## config.mk

```make
export PLATFORM = sky130hd
export DESIGN_NAME = stud_dsdemod
export DESIGN_NICKNAME = d
export VERILOG_FILES = /design/src/rtl/stud_dsdemod_pkg.sv /design/src/rtl/stud_cic_comb.sv /design/src/rtl/stud_dsdemod.sv
export SDC_FILE = /design/constraint.sdc
export NUM_CORES = 1
export LEC_CHECK = 0
export CAP_MARGIN = 25
export CORE_MARGIN = 5
export CORE_UTILIZATION = 45
export DETAILED_ROUTE_END_ITERATION = 7
export GPL_TIMING_DRIVEN = 0
export PLACE_DENSITY = 0.69
export SKIP_CTS_REPAIR_TIMING = 1
export SYNTH_ARGS = -nofsm -noshare
export SYNTH_HDL_FRONTEND = slang
export SYNTH_SLANG_ARGS = --single-unit
```

## constraint.sdc

```tcl
create_clock -name clk_i -period 7.8 [get_ports clk_i]
set_input_delay 1.95 -clock clk_i [delete_from_list [all_inputs] [get_ports clk_i]]
set_output_delay 1.95 -clock clk_i [all_outputs]
set_load 0.005 [all_outputs]
```

## src/rtl/stud_dsdemod_pkg.sv

```systemverilog
// Shared constants for the stud_dsdemod CIC decimator: default geometry,
// internal width derivation and the bitstream-to-value mapping.
package stud_dsdemod_pkg;

    localparam int unsigned BITWIDTH_DEF = 32'd16;
    localparam int unsigned ORDER_DEF    = 32'd3;
    localparam int unsigned OSR_LOG2_DEF = 32'd6;

    // Bitstream level that represents +1; the other level represents 0.
    localparam logic MOD_ONE = 1'b1;

    // Register growth of a sinc^order filter with ratio 2^osr_log2, plus one
    // bit so the full-scale value 2^(order*osr_log2) is representable.
    function automatic int unsigned cic_width(input int unsigned order,
                                              input int unsigned osr_log2);
        return order * osr_log2 + 32'd1;
    endfunction

endpackage

```

## src/rtl/stud_cic_comb.sv

```systemverilog
// One CIC comb stage: y = x - x_prev (modulo 2^W), x_prev captured on ticks.
module stud_cic_comb
    import stud_dsdemod_pkg::*;
#(
    parameter int unsigned W = cic_width(ORDER_DEF, OSR_LOG2_DEF)
) (
    input  logic         clk_i,
    input  logic         rst_i,
    input  logic         en_i,
    input  logic [W-1:0] x_i,
    output logic [W-1:0] y_o
);

    logic [W-1:0] x_prev_q;
    logic [W-1:0] x_prev_d;

    // Hold the previous decimated input between ticks.
    always_comb begin
        if (en_i) begin
            x_prev_d = x_i;
        end else begin
            x_prev_d = x_prev_q;
        end
    end

    // Delay register, cleared by the synchronous reset.
    always_ff @(posedge clk_i) begin
        if (rst_i) begin
            x_prev_q <= {W{1'b0}};
        end else begin
            x_prev_q <= x_prev_d;
        end
    end

    assign y_o = x_i - x_prev_q;

endmodule

```

## src/rtl/stud_dsdemod.sv

```systemverilog
// 1-bit delta-sigma demodulator: sinc^ORDER CIC decimator by 2^OSR_LOG2,
// producing unsigned BITWIDTH PCM with a one-cycle strobe per output sample.
module stud_dsdemod
    import stud_dsdemod_pkg::*;
#(
    parameter int unsigned BITWIDTH = BITWIDTH_DEF,
    parameter int unsigned ORDER    = ORDER_DEF,
    parameter int unsigned OSR_LOG2 = OSR_LOG2_DEF
) (
    input  logic                clk_i,
    input  logic                rst_i,
    input  logic                mod_i,
    output logic [BITWIDTH-1:0] data_o,
    output logic                valid_o
);

    localparam int unsigned W  = cic_width(ORDER, OSR_LOG2);
    localparam int unsigned SW = $clog2(ORDER + 32'd1);
    localparam logic [SW-1:0]       SETTLE_MAX = SW'(ORDER);
    localparam logic [OSR_LOG2-1:0] CNT_LAST   = {OSR_LOG2{1'b1}};
    localparam logic [W-1:0]        FULL_SCALE = {1'b1, {(W-1){1'b0}}};

    logic [W-1:0]          integ_q [ORDER];
    logic [W-1:0]          integ_d [ORDER];
    logic [W-1:0]          comb_x  [ORDER+1];
    logic [OSR_LOG2-1:0]   cnt_q;
    logic [OSR_LOG2-1:0]   cnt_d;
    logic [SW-1:0]         settle_q;
    logic [SW-1:0]         settle_d;
    logic [BITWIDTH-1:0]   data_q;
    logic [BITWIDTH-1:0]   data_d;
    logic                  valid_q;
    logic                  valid_d;
    logic                  tick;
    logic [W-1:0]          cic_out;

    assign tick    = (cnt_q == CNT_LAST);
    assign comb_x[0] = integ_q[ORDER-1];
    assign cic_out = comb_x[ORDER];

    // The comb chain sees the pre-edge last integrator; each stage only
    // updates its delay on ticks, so the whole chain runs at the output rate.
    for (genvar g = 0; g < ORDER; g++) begin : g_comb
        stud_cic_comb #(.W(W)) u_comb (
            .clk_i (clk_i),
            .rst_i (rst_i),
            .en_i  (tick),
            .x_i   (comb_x[g]),
            .y_o   (comb_x[g+1])
        );
    end

    // Next-state logic: integrators, phase counter, settling and output.
    always_comb begin
        integ_d[0] = integ_q[0] + {{(W-1){1'b0}}, (mod_i == MOD_ONE)};
        for (int i = 1; i < ORDER; i++) begin
            integ_d[i] = integ_q[i] + integ_q[i-1];
        end
        cnt_d    = cnt_q + {{(OSR_LOG2-1){1'b0}}, 1'b1};
        settle_d = settle_q;
        data_d   = data_q;
        valid_d  = 1'b0;
        if (tick) begin
            // The first ORDER ticks only fill the comb delays.
            if (settle_q == SETTLE_MAX) begin
                valid_d = 1'b1;
                if (cic_out == FULL_SCALE) begin
                    data_d = {BITWIDTH{1'b1}};
                end else begin
                    data_d = cic_out[W-2 -: BITWIDTH];
                end
            end else begin
                settle_d = settle_q + {{(SW-1){1'b0}}, 1'b1};
            end
        end else begin
            valid_d = 1'b0;
        end
    end

    // State registers; reset takes priority over a coincident tick.
    always_ff @(posedge clk_i) begin
        if (rst_i) begin
            for (int i = 0; i < ORDER; i++) begin
                integ_q[i] <= {W{1'b0}};
            end
            cnt_q    <= {OSR_LOG2{1'b0}};
            settle_q <= {SW{1'b0}};
            data_q   <= {BITWIDTH{1'b0}};
            valid_q  <= 1'b0;
        end else begin
            for (int i = 0; i < ORDER; i++) begin
                integ_q[i] <= integ_d[i];
            end
            cnt_q    <= cnt_d;
            settle_q <= settle_d;
            data_q   <= data_d;
            valid_q  <= valid_d;
        end
    end

    assign data_o  = data_q;
    assign valid_o = valid_q;

endmodule
```

After elaboration in Yosys (flattened, before gate mapping). Memory sizes are Yosys's and may differ from the RTL's. Cells that the tools add are included.

Register bits after elaboration: 82. Logic and storage cells: 35. Bits of input ports: 3. Memories: 1. Output and inout port bits: 17. RAM bits: 57.

Equality and inequality tests: 3. Reductions and logical operators: 3. Multiplexer cells: 8. Bitwise logic cells: 5. Add/subtract/negate cells: 8.

Memories: integ_q (depth 3, bits a word 19, rd ports 3, clocked after Yosys merged registers in 0, write ports 3, RTL line stud_dsdemod.sv:23) `logic [W-1:0] integ_q [ORDER];`.

Operators with widths (number): two-way mux 19 bit (3); subtractor 19 bit (3); adder 19 bit (2); adder 19 x 1 -> 19 bit (1); == test 19 bit (second input constant) (1); two-way mux 16 bit (1); adder 6 x 1 -> 6 bit (second input constant) (1); == test 6 bit (second input constant) (1); two-way mux 1 bit (4); AND reduction 2 bit (2); bitwise OR 1 bit (3); adder 2 x 1 -> 2 bit (second input constant) (1); == test 2 bit (second input constant) (1); NOT 1 bit (2); OR reduction 2 bit (1).

Depth between registers and ports, before layout. Gate-level depths: netlist of run 1.

Word-level depth: 5. Gate-level depth with buffers: 29. Mapped depth without buffers: 28.

Hierarchy. A second synthesis of run 1 with hierarchy kept.

Cells, all modules: 1136. Area, all modules: 9475.3 um^2.

Modules (own cells, without submodules): stud_dsdemod (sequential area each 1641.6 um^2, area an instance 4491.8 um^2, instances 1, cells each 519); stud_cic_comb at g_comb[1].u_comb ... (sequential area each 380.4 um^2, area an instance 1697.9 um^2, instances 2, cells each 213); stud_cic_comb at g_comb[0].u_comb (sequential area each 380.4 um^2, area an instance 1587.8 um^2, instances 1, cells each 191).

Worst setup path after synthesis of run 1. OpenSTA, ideal clock, no wires.

Path kind: flip-flop to flip-flop. Start point: memory integ_q[0][38] (netlist bit). End point: register data_q[1], in the netlist data_o[1]. Arrival time: 5.383 ns. Data required time: 7.712 ns. Cell stages (with the launch flop): 28. Setup slack: 2.328 ns. Clock period less this slack: 5.472 ns. Path buffers: 1. Library setup time: 0.088 ns. Cells stage by stage: dfxtp_1 inv_1 ha_1 inv_1 fa_1 nand2_1 a21oi_1 o21a_1 nor2_1 xnor2_1 ha_1 a21o_1 or3_1 o21ai_0 o211ai_1 a21oi_1 o21ai_0 xor2_1 ha_1 inv_1 or3_1 o31ai_1 nand4_1 o311ai_0 xor2_1 nand3_2 buf_6 a311oi_2.

RTL lines: start: declaration (RTL line stud_dsdemod.sv:23); end signal: assignment (RTL line stud_dsdemod.sv:88) `data_q <= {BITWIDTH{1'b0}};`; end signal: assignment (RTL line stud_dsdemod.sv:96) `data_q <= data_d;`; end: declaration (RTL line stud_dsdemod.sv:30) `logic [BITWIDTH-1:0] data_q;`.

==> results of run 1 <==
-- registers in the layout (all words and copies together) (netlist names) --
signal	cells
g_comb.u_comb.x_prev_q	57
data_o	16
settle_q	2
valid_o	1
cnt_q	6
integ_q	57
-- power breakdown --
part	internal, uW	leakage (uW)	total [uW]	switching (uW)
clock network	422	0.000264	733	311
logic	690	0.00252	1710	1010
registers	720	0.00112	730	10.0
total	1830	0.00391	3170	1340
-- layout make-up --
| type | instances | area [um2] | area share (%) |
|---|---|---|---|
| Tap cell | 265 | 332 | 3.33 |
| Multi-Input combinational cell | 860 | 5670 | 56.9 |
| Timing Repair Buffer | 19 | 190 | 1.91 |
| Sequential cell | 139 | 2780 | 27.9 |
| Inverter | 80 | 300 | 3.01 |
| Buffer | 39 | 154 | 1.55 |
| Clock inverter | 10 | 67.6 | 0.678 |
| Clock buffer | 22 | 464 | 4.66 |
-- stage by stage --
stage               instance area [um2]  util, %  setup slack [ps]
floorplan                          8910        -              2330
global placement                   9430     48.4              1490
detailed placement                 9430     48.4              1410
CTS                                9960     51.2              1350
global route                       9960     51.2               814
finish                             9960     51.2              1320
-- per-layer routing --
metal	wire [um]	global-route usage, %
met1	8860	21.0
met2	9860	33.1
met3	597	3.52
met4	450	6.71
met5	0	0
-- placed cells by master, fill, tap and decap left out, types with 4 or more instances in the layout --
cell type,n
sky130_fd_sc_hd__clkdlybuf4s50_1,19
sky130_fd_sc_hd__o21a_1,12
sky130_fd_sc_hd__xnor2_1,40
sky130_fd_sc_hd__clkbuf_1,36
sky130_fd_sc_hd__or3_1,17
sky130_fd_sc_hd__nor2b_1,19
sky130_fd_sc_hd__or4_1,6
sky130_fd_sc_hd__a21oi_1,99
sky130_fd_sc_hd__o21ai_0,41
sky130_fd_sc_hd__o31a_1,4
sky130_fd_sc_hd__nand4_1,4
sky130_fd_sc_hd__and2_1,4
sky130_fd_sc_hd__inv_1,80
sky130_fd_sc_hd__clkbuf_16,17
sky130_fd_sc_hd__nor2_1,119
sky130_fd_sc_hd__nand2b_1,7
sky130_fd_sc_hd__a311oi_2,10
sky130_fd_sc_hd__buf_1,5
sky130_fd_sc_hd__nand2_1,140
sky130_fd_sc_hd__nor4b_1,4
sky130_fd_sc_hd__xor2_1,49
sky130_fd_sc_hd__o21bai_1,6
sky130_fd_sc_hd__a211oi_1,13
sky130_fd_sc_hd__a31oi_1,6
sky130_fd_sc_hd__a311oi_1,8
sky130_fd_sc_hd__o311ai_0,4
sky130_fd_sc_hd__nand3_1,33
sky130_fd_sc_hd__nor3_1,27
sky130_fd_sc_hd__dfxtp_1,139
sky130_fd_sc_hd__ha_1,94
sky130_fd_sc_hd__or2_2,10
sky130_fd_sc_hd__o31ai_1,8
sky130_fd_sc_hd__fa_1,4
sky130_fd_sc_hd__and3_1,15
sky130_fd_sc_hd__clkinv_2,5
sky130_fd_sc_hd__a21o_1,15
-- logic make-up (layout without fill, tap and decap cells) --
kind of cell	Yosys count	after routing	share of synthesized area, %
adders and majority gates	98	98	14.1
AOI/OAI and AO/OA	251	251	18.6
and+or+nand+nor	421	421	22.1
DFF	139	139	31.2
xor gates and xnor gates	89	89	8.75
buffers and inverters	119	170	5.10
muxes	1	1	0.112
-- worst reg2reg max path, delay by kind of cell (launching register included) --
| family | cells | cell delay [ps] |
|---|---|---|
| AO/OA/AOI/OAI | 14 | 3140 |
| adder cells (fa/ha/maj) | 3 | 970 |
| AND/OR/NAND/NOR | 4 | 820 |
| XOR/XNOR | 3 | 680 |
| flip-flops | 1 | 450 |
| buffers and inverters | 2 | 300 |
-- worst max path at each step --
| stage | to | slack [ps] | depth (start not counted) |
|---|---|---|---|
| after detailed placement | data_o[5]$_SDFFE_PP0P_ | 1410 | 26 |
| after global placement | data_o[3]$_SDFFE_PP0P_ | 1490 | 27 |
| after global routing | data_o[5]$_SDFFE_PP0P_ | 810 | 26 |
| after CTS | data_o[5]$_SDFFE_PP0P_ | 1350 | 26 |
| final | data_o[5]$_SDFFE_PP0P_ | 1320 | 26 |
| after floorplan | data_o[1]$_SDFFE_PP0P_ | 2330 | 27 |
==> flow_results.xml, run 1 <==
<?xml version="1.0" encoding="UTF-8"?>
<metrics>
  <group name="outcome">
    <metric name="status" unit="">finished, final reports clean</metric>
  </group>
  <group name="final_layout">
    <metric name="final_layout_size_suffix_gt1_share" unit="%">4.79</metric>
    <metric name="num-nets-final" unit="">1257</metric>
    <metric name="area.growth.synth_to_final" unit="%">11.8</metric>
    <metric name="antenna_cells_inserted" unit="">0</metric>
    <metric name="layout.filler_cells" unit="">1883</metric>
    <metric name="post_layout_nonfiller_instances" unit="">1434</metric>
  </group>
  <group name="setup_path">
    <metric name="crit_family" unit="">compound AO/OA/AOI/OAI gates</metric>
    <metric name="crit_path_max_incr_delay" unit="ps">490</metric>
    <metric name="critical_path.slowest_cell" unit="">sky130_fd_sc_hd__o31ai_1</metric>
    <metric name="cp_data_arrival_time" unit="ps">6800</metric>
    <metric name="worst-path-max-fanout" unit="">10</metric>
    <metric name="timing.setup.critical_path_class" unit="">flip-flop to flip-flop</metric>
    <metric name="startpoint_of_the_worst_slack_reg_to_reg_timing_path" unit="">integ_q[0][39]$_SDFF_PP0_</metric>
    <metric name="timing.critical_path.required" unit="ps">8120</metric>
    <metric name="reg2reg_depth" unit="">26</metric>
    <metric name="start_kind" unit="">flip-flop</metric>
    <metric name="path_common_cell" unit="">sky130_fd_sc_hd__a21oi_1</metric>
    <metric name="timing.rr.end" unit="">data_o[5]$_SDFFE_PP0P_</metric>
    <metric name="cp_num_buf_inv" unit="">2</metric>
    <metric name="timing.critical_path.from" unit="">integ_q[0][39]$_SDFF_PP0_</metric>
    <metric name="worst-r2r-setup-slack" unit="ps">1320</metric>
    <metric name="end_kind" unit="">flip-flop</metric>
  </group>
  <group name="floorplan">
    <metric name="die_w" unit="um">151</metric>
    <metric name="std_cell_rows" unit="">51</metric>
    <metric name="floorplan.core_area" unit="um2">19500</metric>
    <metric name="initial_utilization" unit="%">45.8</metric>
    <metric name="die_height" unit="um">151</metric>
    <metric name="design.portCount" unit="">20</metric>
    <metric name="design.die.area" unit="um2">22700</metric>
  </group>
  <group name="worst_hold_path">
    <metric name="hold_class" unit="">flip-flop to flip-flop</metric>
    <metric name="worstHoldEndpoint" unit="">cnt_q[0]$_SDFF_PP0_</metric>
    <metric name="worstHoldPathCells" unit="">1</metric>
    <metric name="hold_start" unit="">cnt_q[0]$_SDFF_PP0_</metric>
  </group>
  <group name="route">
    <metric name="dr_total_vias" unit="">7477</metric>
    <metric name="avgRoutedWirePerCell" unit="um">13.8</metric>
    <metric name="detail_route.first_pass.iterations" unit="">4</metric>
    <metric name="vias_per_cell" unit="">5.21</metric>
    <metric name="detail_route_antenna_nets" unit="">0</metric>
    <metric name="drc" unit="">0</metric>
    <metric name="first_iter_violations" unit="">303</metric>
    <metric name="wirelength" unit="um">19800</metric>
  </group>
  <group name="synth">
    <metric name="synth-edff-count" unit="">0</metric>
    <metric name="seq_cells_post_synth" unit="">139</metric>
    <metric name="post-synth-top-count-cell" unit="">sky130_fd_sc_hd__nand2_1</metric>
    <metric name="synth_top_area_share" unit="%">31.2</metric>
    <metric name="dominantRegCellSynth" unit="">sky130_fd_sc_hd__dfxtp_1</metric>
    <metric name="synth_async_sr_flop_share" unit="%">0</metric>
    <metric name="syn_area" unit="um2">8910</metric>
    <metric name="syn-instance-count" unit="">1118</metric>
    <metric name="ys_seq_area_share" unit="%">31.2</metric>
    <metric name="synthTopCellsByCount" unit="">140 x sky130_fd_sc_hd__nand2_1, 139 x sky130_fd_sc_hd__dfxtp_1, 119 x sky130_fd_sc_hd__nor2_1</metric>
    <metric name="synth_area_per_cell" unit="um2">7.97</metric>
    <metric name="syn-num-nets" unit="">1219</metric>
    <metric name="yosysUniqueCellTypes" unit="">61</metric>
    <metric name="synth.largest_area_cell" unit="">sky130_fd_sc_hd__dfxtp_1</metric>
    <metric name="synth_warnings" unit="">0</metric>
    <metric name="yosys-top-cells-area" unit="">sky130_fd_sc_hd__dfxtp_1 31%, sky130_fd_sc_hd__ha_1 13%, sky130_fd_sc_hd__nand2_1 5.9%</metric>
  </group>
  <group name="clock_network">
    <metric name="maximum_clock_insertion_buffer_count" unit="">2</metric>
    <metric name="cts.clk_slew.worst_paths" unit="ps">60</metric>
    <metric name="cts.sink_count" unit="">139</metric>
    <metric name="cts.htree.levels" unit="">4</metric>
    <metric name="cts-root-buf" unit="">sky130_fd_sc_hd__clkbuf_16</metric>
    <metric name="cts_buffers" unit="">17</metric>
    <metric name="clock_tree_from_tritoncts" unit="">yes</metric>
    <metric name="clk_latency" unit="ps">430</metric>
  </group>
  <group name="pwr">
    <metric name="vdd_ir_drop_max" unit="mV">0.181</metric>
    <metric name="leakagePower" unit="uW">0.00391</metric>
    <metric name="power_density" unit="nW/um2">318</metric>
    <metric name="finalPower" unit="uW">3170</metric>
  </group>
  <group name="timing">
    <metric name="timing.slew.headroom" unit="%">33.8</metric>
    <metric name="max_freq" unit="MHz">154</metric>
    <metric name="finalSetupTns" unit="ps">0</metric>
    <metric name="rsz0062_at_grt" unit="">no</metric>
    <metric name="holdWs" unit="ps">451</metric>
    <metric name="timing_hold_violations_final" unit="">0</metric>
    <metric name="report.final.setup_viol" unit="">0</metric>
    <metric name="actual_slew_at_the_worst_max_slew_pin" unit="ps">993</metric>
    <metric name="timing_max_transition_violations_final" unit="">0</metric>
    <metric name="finalCritPeriodShare" unit="%">83.0</metric>
    <metric name="clock-skew-final" unit="ps">9.73</metric>
    <metric name="timing.final.crit_period" unit="ps">6480</metric>
  </group>
  <group name="run">
    <metric name="drv.max_cap_violation_count" unit="">0</metric>
  </group>
  <group name="grt">
    <metric name="grt_first_pass_wirelength" unit="um">33100</metric>
    <metric name="grt_pass1_vias" unit="">7076</metric>
    <metric name="grt_antenna_before_repair" unit="">0</metric>
    <metric name="grt_start_max_net_pins" unit="">17</metric>
    <metric name="grt_util_all_layers" unit="%">18.1</metric>
    <metric name="grt_overflow" unit="">0</metric>
  </group>
  <group name="placement">
    <metric name="io_buffer_count" unit="">19</metric>
    <metric name="place.detailed.hpwl" unit="um">15500</metric>
    <metric name="post-place-cells" unit="">1402</metric>
    <metric name="gp_congestion" unit="">0.845</metric>
  </group>
</metrics>
Power figures use the tool's default switching activity.
==> run 2: changes to the inputs <==
Clock period 7.8 ns to 6.8 ns, I/O delays scaled along.
==> flow_results.xml, run 2 (same netlist as run 1, synthesis figures left out) <==
<?xml version="1.0" encoding="UTF-8"?>
<metrics>
  <group name="clock_network">
    <metric name="cts.clk_slew.worst_paths" unit="ps">60</metric>
    <metric name="clk_latency" unit="ps">430</metric>
    <metric name="clock_tree_from_tritoncts" unit="">yes</metric>
    <metric name="cts-root-buf" unit="">sky130_fd_sc_hd__clkbuf_16</metric>
    <metric name="maximum_clock_insertion_buffer_count" unit="">2</metric>
    <metric name="cts.htree.levels" unit="">4</metric>
    <metric name="cts_buffers" unit="">17</metric>
    <metric name="cts.sink_count" unit="">139</metric>
  </group>
  <group name="setup_path">
    <metric name="cp_data_arrival_time" unit="ps">6530</metric>
    <metric name="timing.critical_path.required" unit="ps">7130</metric>
    <metric name="start_kind" unit="">flip-flop</metric>
    <metric name="worst-path-max-fanout" unit="">10</metric>
    <metric name="end_kind" unit="">flip-flop</metric>
    <metric name="cp_num_buf_inv" unit="">2</metric>
    <metric name="critical_path.slowest_cell" unit="">sky130_fd_sc_hd__dfxtp_1</metric>
    <metric name="crit_family" unit="">compound AO/OA/AOI/OAI gates</metric>
    <metric name="timing.setup.critical_path_class" unit="">flip-flop to flip-flop</metric>
    <metric name="crit_path_max_incr_delay" unit="ps">450</metric>
  </group>
  <group name="timing">
    <metric name="finalCritPeriodShare" unit="%">91.3</metric>
    <metric name="actual_slew_at_the_worst_max_slew_pin" unit="ps">984</metric>
    <metric name="timing_max_transition_violations_final" unit="">0</metric>
    <metric name="timing.final.crit_period" unit="ps">6210</metric>
    <metric name="finalSetupTns" unit="ps">0</metric>
    <metric name="timing_hold_violations_final" unit="">0</metric>
    <metric name="clock-skew-final" unit="ps">14.4</metric>
    <metric name="holdWs" unit="ps">451</metric>
    <metric name="rsz0062_at_grt" unit="">no</metric>
    <metric name="report.final.setup_viol" unit="">0</metric>
    <metric name="max_freq" unit="MHz">161</metric>
    <metric name="timing.slew.headroom" unit="%">34.4</metric>
  </group>
  <group name="final_layout">
    <metric name="antenna_cells_inserted" unit="">0</metric>
    <metric name="mostFrequentLayoutCells" unit="">140 x sky130_fd_sc_hd__nand2_1, 139 x sky130_fd_sc_hd__dfxtp_1, 119 x sky130_fd_sc_hd__nor2_1</metric>
    <metric name="most_common_cell_after_layout_fill_and_taps_aside" unit="">sky130_fd_sc_hd__nand2_1</metric>
    <metric name="final_layout_size_suffix_gt1_share" unit="%">4.96</metric>
    <metric name="area.growth.synth_to_final" unit="%">11.9</metric>
    <metric name="num-nets-final" unit="">1257</metric>
    <metric name="layout.filler_cells" unit="">1883</metric>
    <metric name="post_layout_nonfiller_instances" unit="">1434</metric>
    <metric name="final_core_util" unit="%">51.2</metric>
  </group>
  <group name="grt">
    <metric name="grt_antenna_before_repair" unit="">0</metric>
    <metric name="grt_pass1_vias" unit="">7076</metric>
    <metric name="grt_start_max_net_pins" unit="">17</metric>
    <metric name="grt_util_all_layers" unit="%">18.1</metric>
    <metric name="grt_overflow" unit="">0</metric>
    <metric name="grt_first_pass_wirelength" unit="um">33100</metric>
  </group>
  <group name="placement">
    <metric name="gp_congestion" unit="">0.845</metric>
    <metric name="place.detailed.hpwl" unit="um">15500</metric>
    <metric name="io_buffer_count" unit="">19</metric>
    <metric name="post-place-cells" unit="">1402</metric>
  </group>
  <group name="floorplan">
    <metric name="initial_utilization" unit="%">45.8</metric>
    <metric name="std_cell_rows" unit="">51</metric>
    <metric name="design.die.area" unit="um2">22700</metric>
    <metric name="floorplan.core_area" unit="um2">19500</metric>
    <metric name="design.portCount" unit="">20</metric>
    <metric name="die_w" unit="um">151</metric>
    <metric name="die_height" unit="um">151</metric>
  </group>
  <group name="outcome">
    <metric name="status" unit="">finished, final reports clean</metric>
  </group>
  <group name="worst_hold_path">
    <metric name="hold_class" unit="">flip-flop to flip-flop</metric>
  </group>
  <group name="run">
    <metric name="drv.max_cap_violation_count" unit="">0</metric>
  </group>
  <group name="route">
    <metric name="detail_route_antenna_nets" unit="">0</metric>
    <metric name="dr_total_vias" unit="">7488</metric>
    <metric name="first_iter_violations" unit="">309</metric>
    <metric name="drc" unit="">0</metric>
    <metric name="wirelength" unit="um">19800</metric>
    <metric name="detail_route.first_pass.iterations" unit="">5</metric>
    <metric name="vias_per_cell" unit="">5.22</metric>
    <metric name="avgRoutedWirePerCell" unit="um">13.8</metric>
  </group>
  <group name="pwr">
    <metric name="leakagePower" unit="uW">0.00391</metric>
    <metric name="power_density" unit="nW/um2">367</metric>
    <metric name="vdd_ir_drop_max" unit="mV">0.210</metric>
    <metric name="finalPower" unit="uW">3650</metric>
  </group>
</metrics>
-- run 2: metrics by stage --
step / instance area, um2 / worst slack [ps]
global placement: 9430 / 486
detailed placement: 9430 / 412
global route: 9970 / 60.7
CTS: 9960 / 347
floorplan: 8910 / 1330
finish: 9970 / 594
-- run 2: per-layer routing --
layer  up-vias  part of all wire, %  global-route usage [%]
met1      3390                   45                    21.0
met2        91                   50                    33.1
met3        33                  2.8                    3.52
li1       3974                    -                       -
met4         0                  2.9                    6.71
met5         -                    0                       0
-- run 2: worst paths after layout --
kind / endpoint / slack (ps) / startpoint / cells past startpoint
hold / removal: cnt_q[0]$_SDFF_PP0_ / 450 / cnt_q[0]$_SDFF_PP0_ / 1
setup reg to reg: data_o[5]$_SDFFE_PP0P_ / 590 / integ_q[0][39]$_SDFF_PP0_ / 26
hold reg to reg: cnt_q[0]$_SDFF_PP0_ / 450 / cnt_q[0]$_SDFF_PP0_ / 1
setup / recovery: data_o[5]$_SDFFE_PP0P_ / 590 / integ_q[0][39]$_SDFF_PP0_ / 26
-- run 2: report_power, final --
| part | total (uW) | internal, uW | switching, uW |
|---|---|---|---|
| registers | 837 | 826 | 11.5 |
| clock network | 842 | 484 | 358 |
| logic | 1980 | 799 | 1180 |
| total | 3650 | 2110 | 1550 |
-- run 2: cell type report --
| cell class | instances | area [um2] | area share (%) |
|---|---|---|---|
| flip-flops and latches | 139 | 2780 | 27.9 |
| clock inverters | 10 | 67.6 | 0.678 |
| repair buffers | 19 | 190 | 1.91 |
| well taps | 265 | 332 | 3.33 |
| plain buffers | 39 | 154 | 1.54 |
| inverters | 80 | 300 | 3.01 |
| clock buffers | 22 | 464 | 4.66 |
| multi-input cells | 860 | 5680 | 57.0 |
-- run 2: worst reg2reg max path, delay by kind of cell, from the launching register on --
family	cells	cell delay, ps
AOI/OAI and AO/OA	14	2880
xor gates and xnor gates	3	670
adders and majority gates	3	970
buffers and inverters	2	300
DFF	1	450
and+or+nand+nor	4	830
